===== src/rtl/uart_sync_fifo_pkg.sv =====
// Shared types and default sizing for the UART byte-buffer family
// (uart_rx, uart_tx, uart_sync_fifo).
package uart_fifo_pkg;

  typedef enum logic {
    FIFO_STD  = 1'b0,
    FIFO_FWFT = 1'b1
  } fifo_mode_e;

  localparam int UART_DATA_W     = 8;
  localparam int UART_FIFO_DEPTH = 16;

endpackage


===== src/rtl/uart_sync_fifo_if.sv =====
// Host/UART side handshake bundle for uart_sync_fifo: write/read requests,
// data, occupancy and status flags.
interface uart_sync_fifo_if
  import uart_fifo_pkg::*;
#(
  parameter int DATA_W = UART_DATA_W,
  parameter int DEPTH  = UART_FIFO_DEPTH
);
  localparam int AW = $clog2(DEPTH);

  logic              wr_en;
  logic [DATA_W-1:0] data_in;
  logic              rd_en;
  logic              clr_err;
  logic [DATA_W-1:0] data_out;
  logic              data_valid;
  logic              empty;
  logic              full;
  logic              almost_full;
  logic              almost_empty;
  logic [AW:0]       count;
  logic              overflow;
  logic              underflow;

  modport master (
    output wr_en, data_in, rd_en, clr_err,
    input  data_out, data_valid, empty, full, almost_full, almost_empty,
           count, overflow, underflow
  );

  modport slave (
    input  wr_en, data_in, rd_en, clr_err,
    output data_out, data_valid, empty, full, almost_full, almost_empty,
           count, overflow, underflow
  );

endinterface


===== src/rtl/uart_sync_fifo_dpram.sv =====
// DEPTH x DATA_W storage: one synchronous write port, one asynchronous read
// port, contents deliberately not reset.
module fifo_dpram #(
  parameter int DATA_W = 8,
  parameter int DEPTH  = 16
) (
  input  logic                     clk,
  input  logic                     wr_en,
  input  logic [$clog2(DEPTH)-1:0] wr_addr,
  input  logic [DATA_W-1:0]        wr_data,
  input  logic [$clog2(DEPTH)-1:0] rd_addr,
  output logic [DATA_W-1:0]        rd_data
);

  logic [DATA_W-1:0] mem [DEPTH];

  always_ff @(posedge clk) begin
    if (wr_en) mem[wr_addr] <= wr_data;
  end

  assign rd_data = mem[rd_addr];

endmodule


===== src/rtl/uart_sync_fifo.sv =====
// Single-clock byte FIFO with occupancy count, almost-full/empty thresholds,
// sticky overflow/underflow flags and optional first-word-fall-through reads.
module uart_sync_fifo
  import uart_fifo_pkg::*;
#(
  parameter int DATA_W     = UART_DATA_W,
  parameter int DEPTH      = UART_FIFO_DEPTH,
  parameter int AFULL_LVL  = 12,
  parameter int AEMPTY_LVL = 2,
  parameter int FWFT       = 0
) (
  input  logic                clk,
  input  logic                rst,
  uart_sync_fifo_if.slave     bus
);

  localparam int          AW       = $clog2(DEPTH);
  localparam fifo_mode_e  MODE     = (FWFT != 0) ? FIFO_FWFT : FIFO_STD;
  localparam logic [AW:0] DEPTH_C  = (AW+1)'(DEPTH);
  localparam logic [AW:0] AFULL_C  = (AW+1)'(AFULL_LVL);
  localparam logic [AW:0] AEMPTY_C = (AW+1)'(AEMPTY_LVL);
  localparam logic [AW:0] CNT_ONE  = (AW+1)'(1);
  localparam logic [AW-1:0] PTR_ONE = AW'(1);

  if (DEPTH < 4 || (DEPTH & (DEPTH - 1)) != 0) begin : g_bad_depth
    $error("uart_sync_fifo: DEPTH must be a power of 2 and >= 4");
  end
  if (!(AEMPTY_LVL < AFULL_LVL && AFULL_LVL <= DEPTH)) begin : g_bad_lvl
    $error("uart_sync_fifo: need AEMPTY_LVL < AFULL_LVL <= DEPTH");
  end

  logic [AW-1:0]     rd_ptr, wr_ptr;
  logic [AW:0]       count, count_next;
  logic              empty_q, full_q, afull_q, aempty_q;
  logic              ovf_q, unf_q, valid_q;
  logic [DATA_W-1:0] dout_q, rd_data;
  logic              rd_acc, wr_acc;

  // A write into a full FIFO is still accepted when a pop frees a slot this edge.
  always_comb begin
    rd_acc     = bus.rd_en & ~empty_q;
    wr_acc     = bus.wr_en & (~full_q | rd_acc);
    count_next = count;
    if (wr_acc && !rd_acc)      count_next = count + CNT_ONE;
    else if (!wr_acc && rd_acc) count_next = count - CNT_ONE;
  end

  fifo_dpram #(.DATA_W(DATA_W), .DEPTH(DEPTH)) u_mem (
    .clk     (clk),
    .wr_en   (wr_acc & ~rst),
    .wr_addr (wr_ptr),
    .wr_data (bus.data_in),
    .rd_addr (rd_ptr),
    .rd_data (rd_data)
  );

  always_ff @(posedge clk) begin
    if (rst) begin
      rd_ptr   <= '0;
      wr_ptr   <= '0;
      count    <= '0;
      empty_q  <= 1'b1;
      full_q   <= 1'b0;
      afull_q  <= 1'b0;
      aempty_q <= 1'b1;
      ovf_q    <= 1'b0;
      unf_q    <= 1'b0;
      valid_q  <= 1'b0;
      dout_q   <= '0;
    end else begin
      if (wr_acc) wr_ptr <= wr_ptr + PTR_ONE;
      if (rd_acc) begin
        rd_ptr <= rd_ptr + PTR_ONE;
        dout_q <= rd_data;
      end
      valid_q  <= rd_acc;
      count    <= count_next;
      empty_q  <= (count_next == '0);
      full_q   <= (count_next == DEPTH_C);
      afull_q  <= (count_next >= AFULL_C);
      aempty_q <= (count_next <= AEMPTY_C);
      // A new error in the same cycle as clr_err keeps the flag set.
      ovf_q    <= (bus.wr_en & ~wr_acc) | (ovf_q & ~bus.clr_err);
      unf_q    <= (bus.rd_en & empty_q) | (unf_q & ~bus.clr_err);
    end
  end

  assign bus.data_out     = (MODE == FIFO_FWFT) ? rd_data  : dout_q;
  assign bus.data_valid   = (MODE == FIFO_FWFT) ? ~empty_q : valid_q;
  assign bus.empty        = empty_q;
  assign bus.full         = full_q;
  assign bus.almost_full  = afull_q;
  assign bus.almost_empty = aempty_q;
  assign bus.count        = count;
  assign bus.overflow     = ovf_q;
  assign bus.underflow    = unf_q;

endmodule

===== src/flat_wrapper.sv =====
// flat-port wrapper written by rule: the top's interface ports become plain ports
module uart_sync_fifo_flat import uart_fifo_pkg::*;
#(
  parameter int DATA_W     = UART_DATA_W,
  parameter int DEPTH      = UART_FIFO_DEPTH,
  parameter int AFULL_LVL  = 12,
  parameter int AEMPTY_LVL = 2,
  parameter int FWFT       = 0
)
  (clk, rst, bus_wr_en, bus_data_in, bus_rd_en, bus_clr_err, bus_data_out, bus_data_valid, bus_empty, bus_full, bus_almost_full, bus_almost_empty, bus_count, bus_overflow, bus_underflow);
  uart_sync_fifo_if #(.DATA_W(DATA_W), .DEPTH(DEPTH)) bus_i ();
  input  logic clk;
  input  logic rst;
  input wire logic [$bits(bus_i.wr_en)-1:0] bus_wr_en;
  input wire logic [$bits(bus_i.data_in)-1:0] bus_data_in;
  input wire logic [$bits(bus_i.rd_en)-1:0] bus_rd_en;
  input wire logic [$bits(bus_i.clr_err)-1:0] bus_clr_err;
  output wire logic [$bits(bus_i.data_out)-1:0] bus_data_out;
  output wire logic [$bits(bus_i.data_valid)-1:0] bus_data_valid;
  output wire logic [$bits(bus_i.empty)-1:0] bus_empty;
  output wire logic [$bits(bus_i.full)-1:0] bus_full;
  output wire logic [$bits(bus_i.almost_full)-1:0] bus_almost_full;
  output wire logic [$bits(bus_i.almost_empty)-1:0] bus_almost_empty;
  output wire logic [$bits(bus_i.count)-1:0] bus_count;
  output wire logic [$bits(bus_i.overflow)-1:0] bus_overflow;
  output wire logic [$bits(bus_i.underflow)-1:0] bus_underflow;
  assign bus_i.wr_en = bus_wr_en;
  assign bus_i.data_in = bus_data_in;
  assign bus_i.rd_en = bus_rd_en;
  assign bus_i.clr_err = bus_clr_err;
  assign bus_data_out = bus_i.data_out;
  assign bus_data_valid = bus_i.data_valid;
  assign bus_empty = bus_i.empty;
  assign bus_full = bus_i.full;
  assign bus_almost_full = bus_i.almost_full;
  assign bus_almost_empty = bus_i.almost_empty;
  assign bus_count = bus_i.count;
  assign bus_overflow = bus_i.overflow;
  assign bus_underflow = bus_i.underflow;
  uart_sync_fifo #(.DATA_W(DATA_W), .DEPTH(DEPTH), .AFULL_LVL(AFULL_LVL), .AEMPTY_LVL(AEMPTY_LVL), .FWFT(FWFT)) u_core (.clk(clk), .rst(rst), .bus(bus_i));
endmodule

===== config.mk =====
export PLATFORM = sky130hd
export DESIGN_NAME = uart_sync_fifo_flat
export DESIGN_NICKNAME = d
export VERILOG_FILES = /design/src/rtl/uart_sync_fifo_pkg.sv /design/src/rtl/uart_sync_fifo_if.sv /design/src/rtl/uart_sync_fifo_dpram.sv /design/src/rtl/uart_sync_fifo.sv /design/src/flat_wrapper.sv
export SDC_FILE = /design/constraint.sdc
export NUM_CORES = 1
export LEC_CHECK = 0
export CORE_MARGIN = 4
export CORE_UTILIZATION = 54
export DETAILED_ROUTE_END_ITERATION = 7
export PLACE_DENSITY = 0.79
export SYNTH_ARGS = -nofsm -noshare
export SYNTH_HDL_FRONTEND = slang
export SYNTH_SLANG_ARGS = --single-unit

===== constraint.sdc =====
create_clock -name clk -period 2 [get_ports clk]
set_clock_uncertainty 0.15 [all_clocks]
set_input_delay 0.4 -clock clk [delete_from_list [all_inputs] [get_ports clk]]
set_output_delay 0.4 -clock clk [all_outputs]
set_load 0.03 [all_outputs]

==> results.md <==
- Status: finished, violations left
- Failing checks: setup timing
- N_diodes: 0
- NetSw: 2.08 mW
- Initial Util: 55.2%
- Pin slew with the least headroom to its limit: 0.891 ns
- Buffers added on ports: 32
- Period minus WS final: 2.02 ns
- Achievable frequency: 0.495 GHz
- Fin cells: 596
- Clk pwr share: 40.4%
- Final Wtd Congestion: 0.902
- Mapped Cells: 356
- Most common cell in the netlist: edfxtp_1
- Ys async rst share: 0%
- Die width: 116 um
- CP startpoint kind: flop
- Vias: 3594
- Crit path max-delay family: multiplexers
- CP Capture Type: flop
- Area leader, netlist: edfxtp_1
- Via density: 6.03
- RSZ-0062 raised after global routing: yes
- Storage cell area: 4410 um^2
- Rows: 39
- Post-synth EDFFs: 128
- CP arrival: 2.18 ns
- Yosys cell types: 51
- Die Height: 116 um
- Sw Share: 26.0%
- Cell area after layout: 7880 um^2
- Core Area: 11400 um^2
- Peak supply drop: 0.760 mV
- Num CTS Buffers: 17
- First-pass GRT wire length: 21.2 mm
- Root Driver: clkbuf_16
- Initial antenna violation count: 0
- Top post-synthesis cells by area: edfxtp_1, dfxtp_1, mux4_1
- Aggregate global-route resource usage: 22.2%
- Post-synth top area share: 60.9%
- Final WS setup: -0.0197 ns
- Slew headroom: 40.4%
- Placed inst area: 7130 um^2
- Longest Clk Path Bufs: 2
- Combinational group share of total power: 13.7%
- Pwr/cell area: 1010 nW/um^2
- Post-Synthesis Cell Area: 6310 um^2
- Sequential share of the synthesized area: 69.8%
- Final number of hold-violating endpoints: 0
- Cts-stage hold buffer count: 0
- Layout area overhead: 24.9%
- Syn nets: 376
- Slew Viols, Final: 0
- Vias in the first global route: 3632
- Slowest stage delay, CP: 0.62 ns
- Worst-path clk slew: 0.07 ns
- Hpwl dp: 8.31 mm
- DIE AREA: 13500 um^2
- Slowest CP cell: mux4_1
- Warning count from the yosys run: 0
- Crit-path cells: buf_12 > mux4_1 > a22oi_2 > a21oi_1 > a21oi_1 > nor2_1
- Final nets: 460
- CP Class: reg -> reg
- Leakage dissipation: 2.76 nW
- DR pass1 iterations: 6
- H-Tree Depth: 4
- # IOs: 33
- Clock sink count: 156
- Most frequent cell on the critical path: a21oi_1
- Grt total ovfl: 0
- First DRT Iteration DRCs: 415
- Register share of total power: 46.0%
- Fill cells: 726
- #FFs+latches synth: 156
- Antenna-violating nets left: 0
- Worst-Skew Late Latency: 0.42 ns
- Hold Crit Class: in -> reg
- Crit Path Max Fanout: 7
- Endpoints failing setup: 3
- Area occupied by multi-input gates: 1790 um^2
- Worst Path Buf+Inv: 1
- CP Data Required Time: 2.16 ns
- Share of layout cells above drive strength 1: 32.0%
- Total chip power: 7.98 mW
- Ys flop type: edfxtp_1
- DRC errors left: 0
- Tcrit/Tclk final: 101%
- Post-Place Cells: 558
- Top post-synthesis cells by count: edfxtp_1, nor2_1, dfxtp_1, a21oi_1, mux4_1
- Int Power: 5.90 mW
- Maxcap violations: 0
- Syn Area/Cell: 17.7 um^2
- Final WL: 14.0 mm
- CTS tree: yes
- Avg WL per Cell: 23.4 um
- Largest net degree at the start of global routing: 36
-- power groups by stage --
stage	combinational (mW)	sequential [mW]	clock, mW
6_report	1.09	3.67	3.22
5_1_grt	1.17	3.67	3.42
4_1_cts	1.06	3.66	3.23
3_5_place_dp	0.992	3.73	0
3_3_place_gp	0.961	3.72	0
2_1_floorplan	0.517	3.83	0
-- per-stage QoR --
| step | hold slack (ns) | util (%) | TNS, ns | setup WS (ns) |
|---|---|---|---|---|
| 5_1_grt | 0.311 | 69.0 | -0.447 | -0.0891 |
| 2_1_floorplan | 0.349 | - | -2.77 | -0.0603 |
| 6_report | 0.275 | 69.0 | -0.0428 | -0.0197 |
| 4_1_cts | 0.340 | 68.5 | 0 | 0.000974 |
| 3_5_place_dp | 0.325 | 62.4 | -52.05 | -0.467 |
| 3_3_place_gp | 0.317 | 62.4 | -42.67 | -0.440 |
-- path summary, 6_finish.rpt --
kind / from / to / slack (ns) / cells past startpoint
min reg2reg: u_core.bus.data_out[7]$_SDFFE_PP0P_ / u_core.bus.data_out[7]$_SDFFE_PP0P_ / 0.34 / 2
min: bus_rd_en / u_core.bus.underflow$_SDFF_PP0_ / 0.27 / 3
max reg2reg: u_core.rd_ptr[0]$_SDFFE_PP0P_ / u_core.bus.data_out[3]$_SDFFE_PP0P_ / -0.02 / 6
max: u_core.rd_ptr[0]$_SDFFE_PP0P_ / u_core.bus.data_out[3]$_SDFFE_PP0P_ / -0.02 / 6
-- cells by family after synthesis --
group           after synthesis  share of synthesized area (%)
xor+xnor                      9                           1.25
mux                          33                           12.7
buf+inv                      25                           3.27
simple gates                 74                           5.85
compound gates               52                           5.69
flops                       156                           69.8
fa+ha+maj                     7                           1.39
-- layout make-up --
cell class	instances	area share, %
Multi-Input combinational cell	175	22.7
Sequential cell	156	56.0
Clock buffer	17	5.40
Timing Repair Buffer	82	11.1
Clock inverter	15	2.16
Tap cell	143	2.27
Inverter	8	0.381
-- registers in the layout, indices dropped and copies added, names as in the netlist, 4 cells and up --
register and cells:
u_core.bus.count 5, u_core.bus.data_out 8, u_core.rd_ptr 4, u_core.u_mem.mem 128
u_core.wr_ptr 4
-- metal layers --
| layer | up-vias | wire length (um) | track usage (%) |
|---|---|---|---|
| li1 | 1578 | - | - |
| met1 | 1770 | 5610 | 30.6 |
| met2 | 211 | 6830 | 35.3 |
| met3 | 35 | 1190 | 4.91 |
| met4 | 0 | 340 | 7.89 |
| met5 | - | 0 | 0 |
-- timing repair --
item | in CTS | in global routing
cloned | 1 | 1
setup buffers | 5 | 0
pin swaps | 1 | 18
setup endpoints to repair | 24 | 141
resized for setup | 28 | 27
-- worst reg2reg max path: stages, from the launching register on --
cell     delay [ns]
dfxtp_4        0.44
buf_12         0.17
mux4_1         0.62
a22oi_2        0.23
a21oi_1        0.11
a21oi_1        0.13
nor2_1         0.05
-- cells in the final DEF (no fill, tap or decap), types with 2 or more instances in the layout --
cell type | Yosys | final
o21a_1 | 2 | 2
nand2_1 | 9 | 9
dlymetal6s2s_1 | 0 | 5
inv_8 | 0 | 3
dfxtp_1 | 28 | 25
edfxtp_1 | 128 | 128
clkinv_8 | 0 | 2
inv_1 | 8 | 8
dfxtp_2 | 0 | 2
o31ai_1 | 3 | 2
dlygate4sd2_1 | 0 | 12
buf_6 | 5 | 2
buf_12 | 1 | 12
a21oi_2 | 0 | 4
clkbuf_16 | 0 | 18
clkdlybuf4s50_1 | 0 | 15
xor2_1 | 5 | 5
mux4_2 | 13 | 23
a21oi_1 | 20 | 16
nand4_1 | 2 | 2
nor3_2 | 1 | 2
nor2b_1 | 3 | 2
nor2_2 | 0 | 10
a22oi_1 | 17 | 4
nand3_1 | 2 | 2
xnor2_1 | 4 | 4
buf_4 | 2 | 34
a22oi_2 | 0 | 13
ha_1 | 7 | 7
nor2_1 | 43 | 33
mux4_1 | 19 | 9
inv_6 | 0 | 7
No activity file was read; power rests on OpenSTA's default activity.
